`src/rtl/uart_send.sv`:
```
//------------------------------------------------------------------------------
// uart_send -- buffered UART transmitter.
//
// Bytes written via dat/dat_en are queued in a small FIFO and serialised on tx
// as: start bit (0), 8 data bits LSB first, optional even parity, stop bit (1).
// Every bit lasts bit_period = clock_frequency / baudrate clock cycles. Frames
// leave the FIFO back to back with no idle gap.
//
// Optional feature: define UART_SEND_PARITY_EN to insert an even-parity bit
// between data bit 7 and the stop bit (11-bit frame instead of 10).
//
// Ports:
//   clk       in   single clock, rising edge
//   reset     in   synchronous, active-high reset
//   dat[7:0]  in   byte to transmit, sampled when dat_en=1
//   dat_en    in   write strobe, one byte per cycle high
//   ready     out  FIFO not full
//   busy      out  frame on the line or FIFO non-empty
//   overflow  out  one-cycle pulse when a write was dropped (FIFO full)
//   tx        out  serial line, idle high, driven from a flop
//------------------------------------------------------------------------------
module uart_send #(
   parameter int baudrate        = 115200,
   parameter int clock_frequency = 100000000,
   parameter int fifo_depth      = 16
) (
   input  logic       clk,
   input  logic       reset,
   input  logic [7:0] dat,
   input  logic       dat_en,
   output logic       ready,
   output logic       busy,
   output logic       overflow,
   output logic       tx
);

   localparam int BIT_PERIOD = clock_frequency / baudrate;
   localparam int CNT_W      = (BIT_PERIOD > 1) ? $clog2(BIT_PERIOD) : 1;
   localparam int PTR_W      = $clog2(fifo_depth);
   localparam int OCC_W      = PTR_W + 1;

   localparam logic [CNT_W-1:0] CNT_RELOAD = CNT_W'(BIT_PERIOD - 1);
   localparam logic [OCC_W-1:0] OCC_FULL   = OCC_W'(fifo_depth);

   typedef enum logic [2:0] {
      IDLE,
      START,
      DATA,
      PARITY,
      STOP
   } state_e;

   state_e           state_q, state_d;
   logic [CNT_W-1:0] cnt_q, cnt_d;
   logic [2:0]       bit_idx_q, bit_idx_d;
   logic [7:0]       data_q, data_d;
   logic             tx_q, tx_d;
   logic             busy_q, ready_q, overflow_q;

   logic [7:0]       mem_q [fifo_depth];
   logic [PTR_W-1:0] rd_ptr_q, wr_ptr_q;
   logic [OCC_W-1:0] occ_q, occ_d;
   logic             pop, push, full, empty;

   assign full  = (occ_q == OCC_FULL);
   assign empty = (occ_q == '0);

   // A write into a full FIFO is still accepted when the same cycle pops,
   // so occupancy stays at fifo_depth and nothing is dropped.
   assign push  = dat_en && (!full || pop);
   assign occ_d = occ_q + OCC_W'(push) - OCC_W'(pop);

   //---------------------------------------------------------------------------
   // Frame FSM: next state, bit counter, and the tx level for the next cycle.
   // tx is computed from the *next* state so the registered line changes on
   // the same edge the state does.
   //---------------------------------------------------------------------------
   always_comb begin
      // NOTE: every signal assigned here gets a default first, so no path
      // through the case leaves one unassigned and no latch is inferred.
      state_d   = state_q;
      cnt_d     = cnt_q;
      bit_idx_d = bit_idx_q;
      data_d    = data_q;
      pop       = 1'b0;

      case (state_q)
         IDLE: begin
            if (!empty) begin
               pop     = 1'b1;
               data_d  = mem_q[rd_ptr_q];
               state_d = START;
               cnt_d   = CNT_RELOAD;
            end
         end
         START: begin
            if (cnt_q == '0) begin
               state_d   = DATA;
               bit_idx_d = 3'd0;
               cnt_d     = CNT_RELOAD;
            end else begin
               cnt_d = cnt_q - CNT_W'(1);
            end
         end
         DATA: begin
            if (cnt_q == '0) begin
               cnt_d = CNT_RELOAD;
               if (bit_idx_q == 3'd7) begin
`ifdef UART_SEND_PARITY_EN
                  state_d = PARITY;
`else
                  state_d = STOP;
`endif
               end else begin
                  bit_idx_d = bit_idx_q + 3'd1;
               end
            end else begin
               cnt_d = cnt_q - CNT_W'(1);
            end
         end
`ifdef UART_SEND_PARITY_EN
         PARITY: begin
            if (cnt_q == '0) begin
               state_d = STOP;
               cnt_d   = CNT_RELOAD;
            end else begin
               cnt_d = cnt_q - CNT_W'(1);
            end
         end
`endif
         STOP: begin
            if (cnt_q == '0) begin
               // Chain straight into the next frame when more data is queued.
               if (!empty) begin
                  pop     = 1'b1;
                  data_d  = mem_q[rd_ptr_q];
                  state_d = START;
                  cnt_d   = CNT_RELOAD;
               end else begin
                  state_d = IDLE;
               end
            end else begin
               cnt_d = cnt_q - CNT_W'(1);
            end
         end
         default: state_d = IDLE;
      endcase

      case (state_d)
         START:   tx_d = 1'b0;
         DATA:    tx_d = data_d[bit_idx_d];
`ifdef UART_SEND_PARITY_EN
         PARITY:  tx_d = ^data_d;
`endif
         default: tx_d = 1'b1;
      endcase
   end

   //---------------------------------------------------------------------------
   // State and status registers.
   //---------------------------------------------------------------------------
   always_ff @(posedge clk) begin
      // NOTE: sequential state uses non-blocking assignments so every flop
      // samples the pre-edge values regardless of statement order.
      if (reset) begin
         state_q    <= IDLE;
         cnt_q      <= '0;
         bit_idx_q  <= '0;
         data_q     <= '0;
         tx_q       <= 1'b1;
         busy_q     <= 1'b0;
         ready_q    <= 1'b1;
         overflow_q <= 1'b0;
         rd_ptr_q   <= '0;
         wr_ptr_q   <= '0;
         occ_q      <= '0;
      end else begin
         state_q    <= state_d;
         cnt_q      <= cnt_d;
         bit_idx_q  <= bit_idx_d;
         data_q     <= data_d;
         tx_q       <= tx_d;
         busy_q     <= (state_d != IDLE) || (occ_d != '0);
         ready_q    <= (occ_d != OCC_FULL);
         overflow_q <= dat_en && full && !pop;
         occ_q      <= occ_d;
         if (pop)  rd_ptr_q <= rd_ptr_q + PTR_W'(1);
         if (push) wr_ptr_q <= wr_ptr_q + PTR_W'(1);
      end
   end

   // NOTE: the FIFO storage has no reset; an entry is only read after it has
   // been written, and the occupancy counter guards that.
   always_ff @(posedge clk) begin
      if (push && !reset) mem_q[wr_ptr_q] <= dat;
   end

   assign tx       = tx_q;
   assign busy     = busy_q;
   assign ready    = ready_q;
   assign overflow = overflow_q;

endmodule

```
`config.mk`:
```
export PLATFORM = sky130hd
export DESIGN_NAME = uart_send
export DESIGN_NICKNAME = d
export VERILOG_FILES = /design/src/rtl/uart_send.sv
export SDC_FILE = /design/constraint.sdc
export NUM_CORES = 1
export LEC_CHECK = 0
export CAP_MARGIN = 10
export CORE_MARGIN = 1
export CORE_UTILIZATION = 25
export CTS_CLUSTER_SIZE = 20
export DETAILED_ROUTE_END_ITERATION = 10
export PLACE_DENSITY_LB_ADDON = 0.12
export SKIP_LAST_GASP = 1
export SLEW_MARGIN = 25
export SYNTH_ARGS = -nofsm -noshare
export SYNTH_HDL_FRONTEND = slang
export SYNTH_SLANG_ARGS = --single-unit
```
`constraint.sdc`:
```
create_clock -name clk -period 5.2 [get_ports clk]
set_clock_uncertainty 0.15 [all_clocks]
set_input_delay 0.78 -clock clk [delete_from_list [all_inputs] [get_ports clk]]
set_output_delay 0.78 -clock clk [all_outputs]
set_load 0.05 [all_outputs]
```
# Yosys cells after proc, flatten, opt, wreduce, memory -nomap -nowiden
# Memory sizes are Yosys's and may differ from the RTL's. A register that Yosys moved wholly into a read port is not among the register bits.
# Cells that the tools add are included.
# word_totals
register_bits,41
latchBits,0
ram_bits,128
mem_bits_ro,0
output_inout_bits,4
elab_cells,71
n_memories,1
# memory_table
name,depth,word_bits,read_ports,rd_clocked_by_memory_dff,write_ports,line,rtl
mem_q,16,8,1,1,1,60,logic [7:0] mem_q [fifo_depth];
# classes
addsub,6
n_mul,0
div_mod_pow,0
magnitude_cmp,1
eq_ne,8
shifts,0
n_mux,28
n_bitwise,0
n_reduce_logical,16
# op_table
cell,n
2-to-1 mux 10 bit,3
case mux 10 bit (3 select lines),1
2-to-1 mux 3 bit,8
2-to-1 mux 8 bit,2
case mux 8 bit (2 select lines),1
case mux 3 bit (4 select lines),1
logical NOT 10 bit,1
"subtractor 10 x 1 -> 10 bit, second input constant",1
"adder 4 x 1 -> 4 bit, second input constant",2
2-to-1 mux 4 bit,2
"== test 3 x 1 -> 1 bit, second input constant",2
"== test 3 x 2 -> 1 bit, second input constant",2
"== test 3 bit, second input constant",2
2-to-1 mux 1 bit,6
case mux 3 bit (2 select lines),1
nonzero test 3 bit,2
adder 5 x 1 -> 5 bit,1
"== test 5 bit, second input constant",1
logical NOT 5 bit,1
"inequality test 5 bit, second input constant",1
nonzero test 5 bit,1
subtractor 5 x 1 -> 5 bit,1
logical AND 1 bit,4
"less-than comparator 3 x 4 -> 1 bit, second input constant",1
other kinds (7),11

# Longest topological paths before layout
# depth
depth_word,10
ltp_mapped,14
depth_no_buf,14

# Worst setup path before layout
# OpenSTA, ideal clock, no wires.
# synth_timing
path_type,flip-flop to flip-flop
startpoint,reg occ_q[3]
endpoint,"reg busy_q, in the netlist busy"
t_arrival_ps,2825
required_ps,4917
path_slack_ps,2092
stages_incl_launch_ff,14
path_buffers,1
synth_period_minus_slack_ps,3108
cell_sequence,dfxtp_1 > inv_1 > ha_1 > or4b_2 > nand2_1 > clkbuf_1 > or3_1 > o21ai_0 > ha_1 > fa_1 > a21oi_1 > o21bai_1 > xnor2_1 > a31oi_1
# synth_via
elab_chain_len,10
elab_cells_between_ends,17
classes_between,2 x add/sub; 1 x eq/ne; 7 x mux; 7 x reduce/logical
# synth_lines
element,line,rtl
"start, declared",62,"logic [OCC_W-1:0] occ_q, occ_d;"
"start signal, assigned",176,occ_q <= '0;
"start signal, assigned",186,occ_q <= occ_d;
logical NOT 5 bit,66,assign empty = (occ_q == '0);
2-to-1 mux 1 bit,"89, 134",
2-to-1 mux 1 bit,132,if (cnt_q == '0) begin
case mux 1 bit (2 select lines),87,case (state_q)
logical OR 1 bit,70,assign push = dat_en && (!full || pop);
logical AND 1 bit,70,
adder 5 x 1 -> 5 bit,71,assign occ_d = occ_q + OCC_W'(push) - OCC_W'(pop);
subtractor 5 x 1 -> 5 bit,71,
nonzero test 5 bit,183,busy_q <= (state_d != IDLE) || (occ_d != '0);
logical OR 1 bit (*),183,
"end signal, assigned",183,
"end, declared",58,"logic busy_q, ready_q, overflow_q;"
# Every way passes the cells marked *; elsewhere a longest branch is shown, timed or not.
# A chain may end at the register's enable or synchronous reset.

# Final worst setup path
# layout_timing
startpoint,reg cnt_q[0]
endpoint,mem mem_q[9][5] (enable)
# layout_via
elab_chain_len,8
# layout_lines
element,line,rtl
"start, declared",54,"logic [CNT_W-1:0] cnt_q, cnt_d;"
"start signal, assigned",179,cnt_q <= cnt_d;
logical NOT 10 bit,132,
2-to-1 mux 1 bit,132,
case mux 1 bit (2 select lines),87,
logical OR 1 bit,70,
logical AND 1 bit,70,
logical AND 1 bit,195,if (push && !reset) mem_q[wr_ptr_q] <= dat;
2-to-1 mux 1 bit,195,
2-to-1 mux 1 bit (not written as such),195,
"end, declared",60,
# No other way between the ends.

==> results.md <==
* Resized cells post-CTS at 0
* Slew Limit Fails at 0
* DP HPWL at around 11,000 µm
* Status: finished, final reports clean
* Hold buffer count at CTS at 0
* Most common cell after layout, fill and taps aside: edfxtp_1
* Fill cells at 2,789
* Initial Utilization at roughly a quarter
* WP data required at 5.10 ns
* Syn nets at just over 500
* Clock-pin transition on the worst setup and hold timing paths at 0.07 ns
* Sum of negative setup slack at 0 ns
* Worst Path Max Fanout at 12
* CP Buf/Inv Count at 1
* Maximum clock insertion buffer count at 2
* Met1 wire length at 8410 µm
* Number of remaining DRC errors at 0
* Reg2reg start: cnt_q[0]
* Most common flop cell mapped by yosys: edfxtp_1
* Leak at approximately 2.7 nW
* Commonest cells after routing, fill and taps aside: 128 x edfxtp_1, 46 x nor2_1, 44 x dfxtp_1, 32 x mux4_2, 24 x nand2_1
* CTS Buf Count at 17
* Pre-antenna DRT Iters at 4
* Post-synth EDFFs at between 100 and 150
* Synth area leaders: edfxtp_1 54%, dfxtp_1 13%, mux4_2 10%
* Final Non-Filler Cells at 894
* Worst Setup Start Kind: flip-flop
* Via count at 4,093
* Post-synth top area cell: edfxtp_1
* WL per Instance at 18.8 µm
* Synth Warn # at 0
* FFs w/ async S/R, synth at 0%
* H-tree depth at 4
* Routed wire length at 16,800 µm
* Vias in the first global route at ~4,200
* Top cell type's share of synthesized area at around 54%
* Register area share after synthesis at between 60% and 70%
* HP Class: reg -> reg
* Initial antenna violation count at 0
* Core Area at ~0.028 mm²
* CTS Sinks at between 150 and 200
* Die area at roughly 0.03 mm²
* R2r endpoint: mem_q[9][5]
* Worst path depth at 9
* Antenna cells at 0
* Worst VDD drop at 0.000188 V
* Period utilization at around three quarters
* Kind of critical path: reg -> reg
* CP max stage delay at between 0.6 and 0.7 ns
* Via density at ~4.6
* Largest net degree at the start of global routing at between 40 and 50
* Final nets at 529
* GRT Total Usage at 12.4%
* Post-synthesis cell area at roughly 0.0072 mm²
* Min Tclk post-route at 3.93 ns
* First-pass GRT wire length at 26,300 µm
* Min-Delay Startpoint: cnt_q[0]
* PortBufs at 14
* Worst-Margin Slew at 1.01 ns
* Cell family with most CP delay: simple AND/OR/NAND/NOR gates
* PwrDens at between 500 and 600 mW/mm²
* Cells after synthesis at approximately 490
* R2R Setup Slk at roughly 1.3 ns
* Worst R2R Path Depth at 9
* Hold depth at 1
* Netlist cell types at between 50 and 60
* Area growth from synthesis to layout at 16.0%
* Crit path capture type: flip-flop
* Std-Cell Rows at 61
* Max frequency at 0.254 GHz
* Die X-Extent at 172 µm
* Post-route antenna net violation count at 0
* FF+latch count, synth at between 150 and 200
* Hold Path End: cnt_q[0]
* Top sig layer: met4
* # setup viols final at 0
* Multi-input gate area at between 0.002 and 0.0025 mm²
* Setup Buffers After CTS at 0
* Overflow after GRT at 0
* Skew-Pair Late Insertion Delay at between 0.4 and 0.5 ns
* Rel. slew slack at between 30% and 40%
* Num ports at 15
* Max-cap violations at 0
* Synthesized area per cell at about 15 µm²
* RD Place Congestion at 0.755
* WP data arrival at 3.83 ns
* CTS tree: built
* Met3 wire length at 600 µm
* RSZ-0062 raised after global routing: no
* Met2 Routed Length at approximately 7700 µm
* Share of cells above drive strength 1 at between 10% and 20%
* Worst-path cell chain: inv_1 > ha_1 > nor4b_1 > a31oi_1 > o311ai_1 > nand2_1 > nor2_1 > nand2_1 > nor2_1
* Root Driver: clkbuf_16
* Initial DRC Count at around 290
* Placed Instances at 863
* DIE HEIGHT at roughly 170 µm
* FF+latch area at approximately 0.0047 mm²
* CP max-delay cell: nor2_1
* Final hold violations at 0
[routing by layer]
layer  vias up  global-route usage (%)
met4         0                    2.91
met2        62                    18.9
met3         8                    3.20
met1      2084                    17.4
li1       1939                       -
met5         -                       0
[cells by family after synthesis]
kind of cell,count (synthesis),share of synthesized area [%]
muxes,36,10.7
adders and majority gates,14,2.54
buffers and inverters,32,1.76
AOI/OAI and AO/OA,100,9.56
and+or+nand+nor,121,8.33
DFF,173,66.1
xor gates and xnor gates,9,1.10
[final cells by class]
class / instances / share of cell area, %
clock inverter: 14 / 1.67
inverter: 10 / 0.450
clock buffer: 17 / 5.10
tap: 378 / 5.67
sequential: 173 / 57.0
timing repair buffer: 22 / 2.40
multi-input combinational: 280 / 27.7
[worst reg2reg max path: cells and delay by family (launching register included)]
family | cells | cell delay, ns
buf+inv | 1 | 0.08
fa+ha+maj | 1 | 0.16
simple gates | 5 | 1.79
compound gates | 2 | 1.04
flops | 1 | 0.33
[sequential cells by signal (all words and copies together), names as in the netlist, named ones only]
register,cells
tx,1
state_q,3
rd_ptr_q,4
cnt_q,10
occ_q,5
wr_ptr_q,4
mem_q,128
overflow,1
busy,1
bit_idx_q,3
ready,1
data_q,8
[worst max path at each step]
| stage | startpoint | end | slack [ns] |
|---|---|---|---|
| 4_1_cts | cnt_q[0] | mem_q[13][3] | 1.21 |
| 2_1_floorplan | occ_q[3] | busy | 2.09 |
| 3_5_place_dp | cnt_q[5] | mem_q[13][7] | 1.25 |
| 5_1_grt | cnt_q[5] | mem_q[9][5] | 0.81 |
| 6_report | cnt_q[0] | mem_q[9][5] | 1.27 |
| 3_3_place_gp | cnt_q[5] | mem_q[13][1] | 1.42 |
[report_power, final]
group	switching [mW]	leakage [nW]	internal, mW
Combinational	0.662	0.857	0.529
Sequential	0.144	1.52	1.60
Clock	0.602	0.281	0.638
Total	1.41	2.66	2.77
[per-stage QoR]
step / area, µm² / hold slack, ns / power, mW / utilization (%) / setup slack (ns)
3_3_place_gp: 7770 / 0.324 / 2.97 / 27.7 / 1.42
6_report: 8340 / 0.338 / 4.18 / 29.8 / 1.27
5_1_grt: 8340 / 0.391 / 4.41 / 29.8 / 0.806
3_5_place_dp: 7770 / 0.329 / 2.97 / 27.7 / 1.25
2_1_floorplan: 7180 / 0.303 / 2.62 / - / 2.09
4_1_cts: 8340 / 0.339 / 4.22 / 29.8 / 1.21
[Yosys cell counts (3+ instances only)]
master / number
or3_1: 4
clkbuf_1: 17
nor2b_1: 9
and2_1: 4
nor2_1: 46
o21ai_0: 15
nor3_1: 12
nand3_1: 3
a21o_1: 5
ha_1: 13
mux2_2: 4
a22o_1: 3
mux4_2: 32
o2111ai_1: 4
a22oi_1: 18
a211oi_1: 3
dfxtp_1: 45
inv_1: 10
edfxtp_1: 128
a31oi_1: 5
xor2_1: 3
nand2b_1: 5
nand2_1: 24
o211ai_1: 4
xnor2_1: 6
a21oi_1: 22
a211o_1: 4
Power figures use the tool's default switching activity.
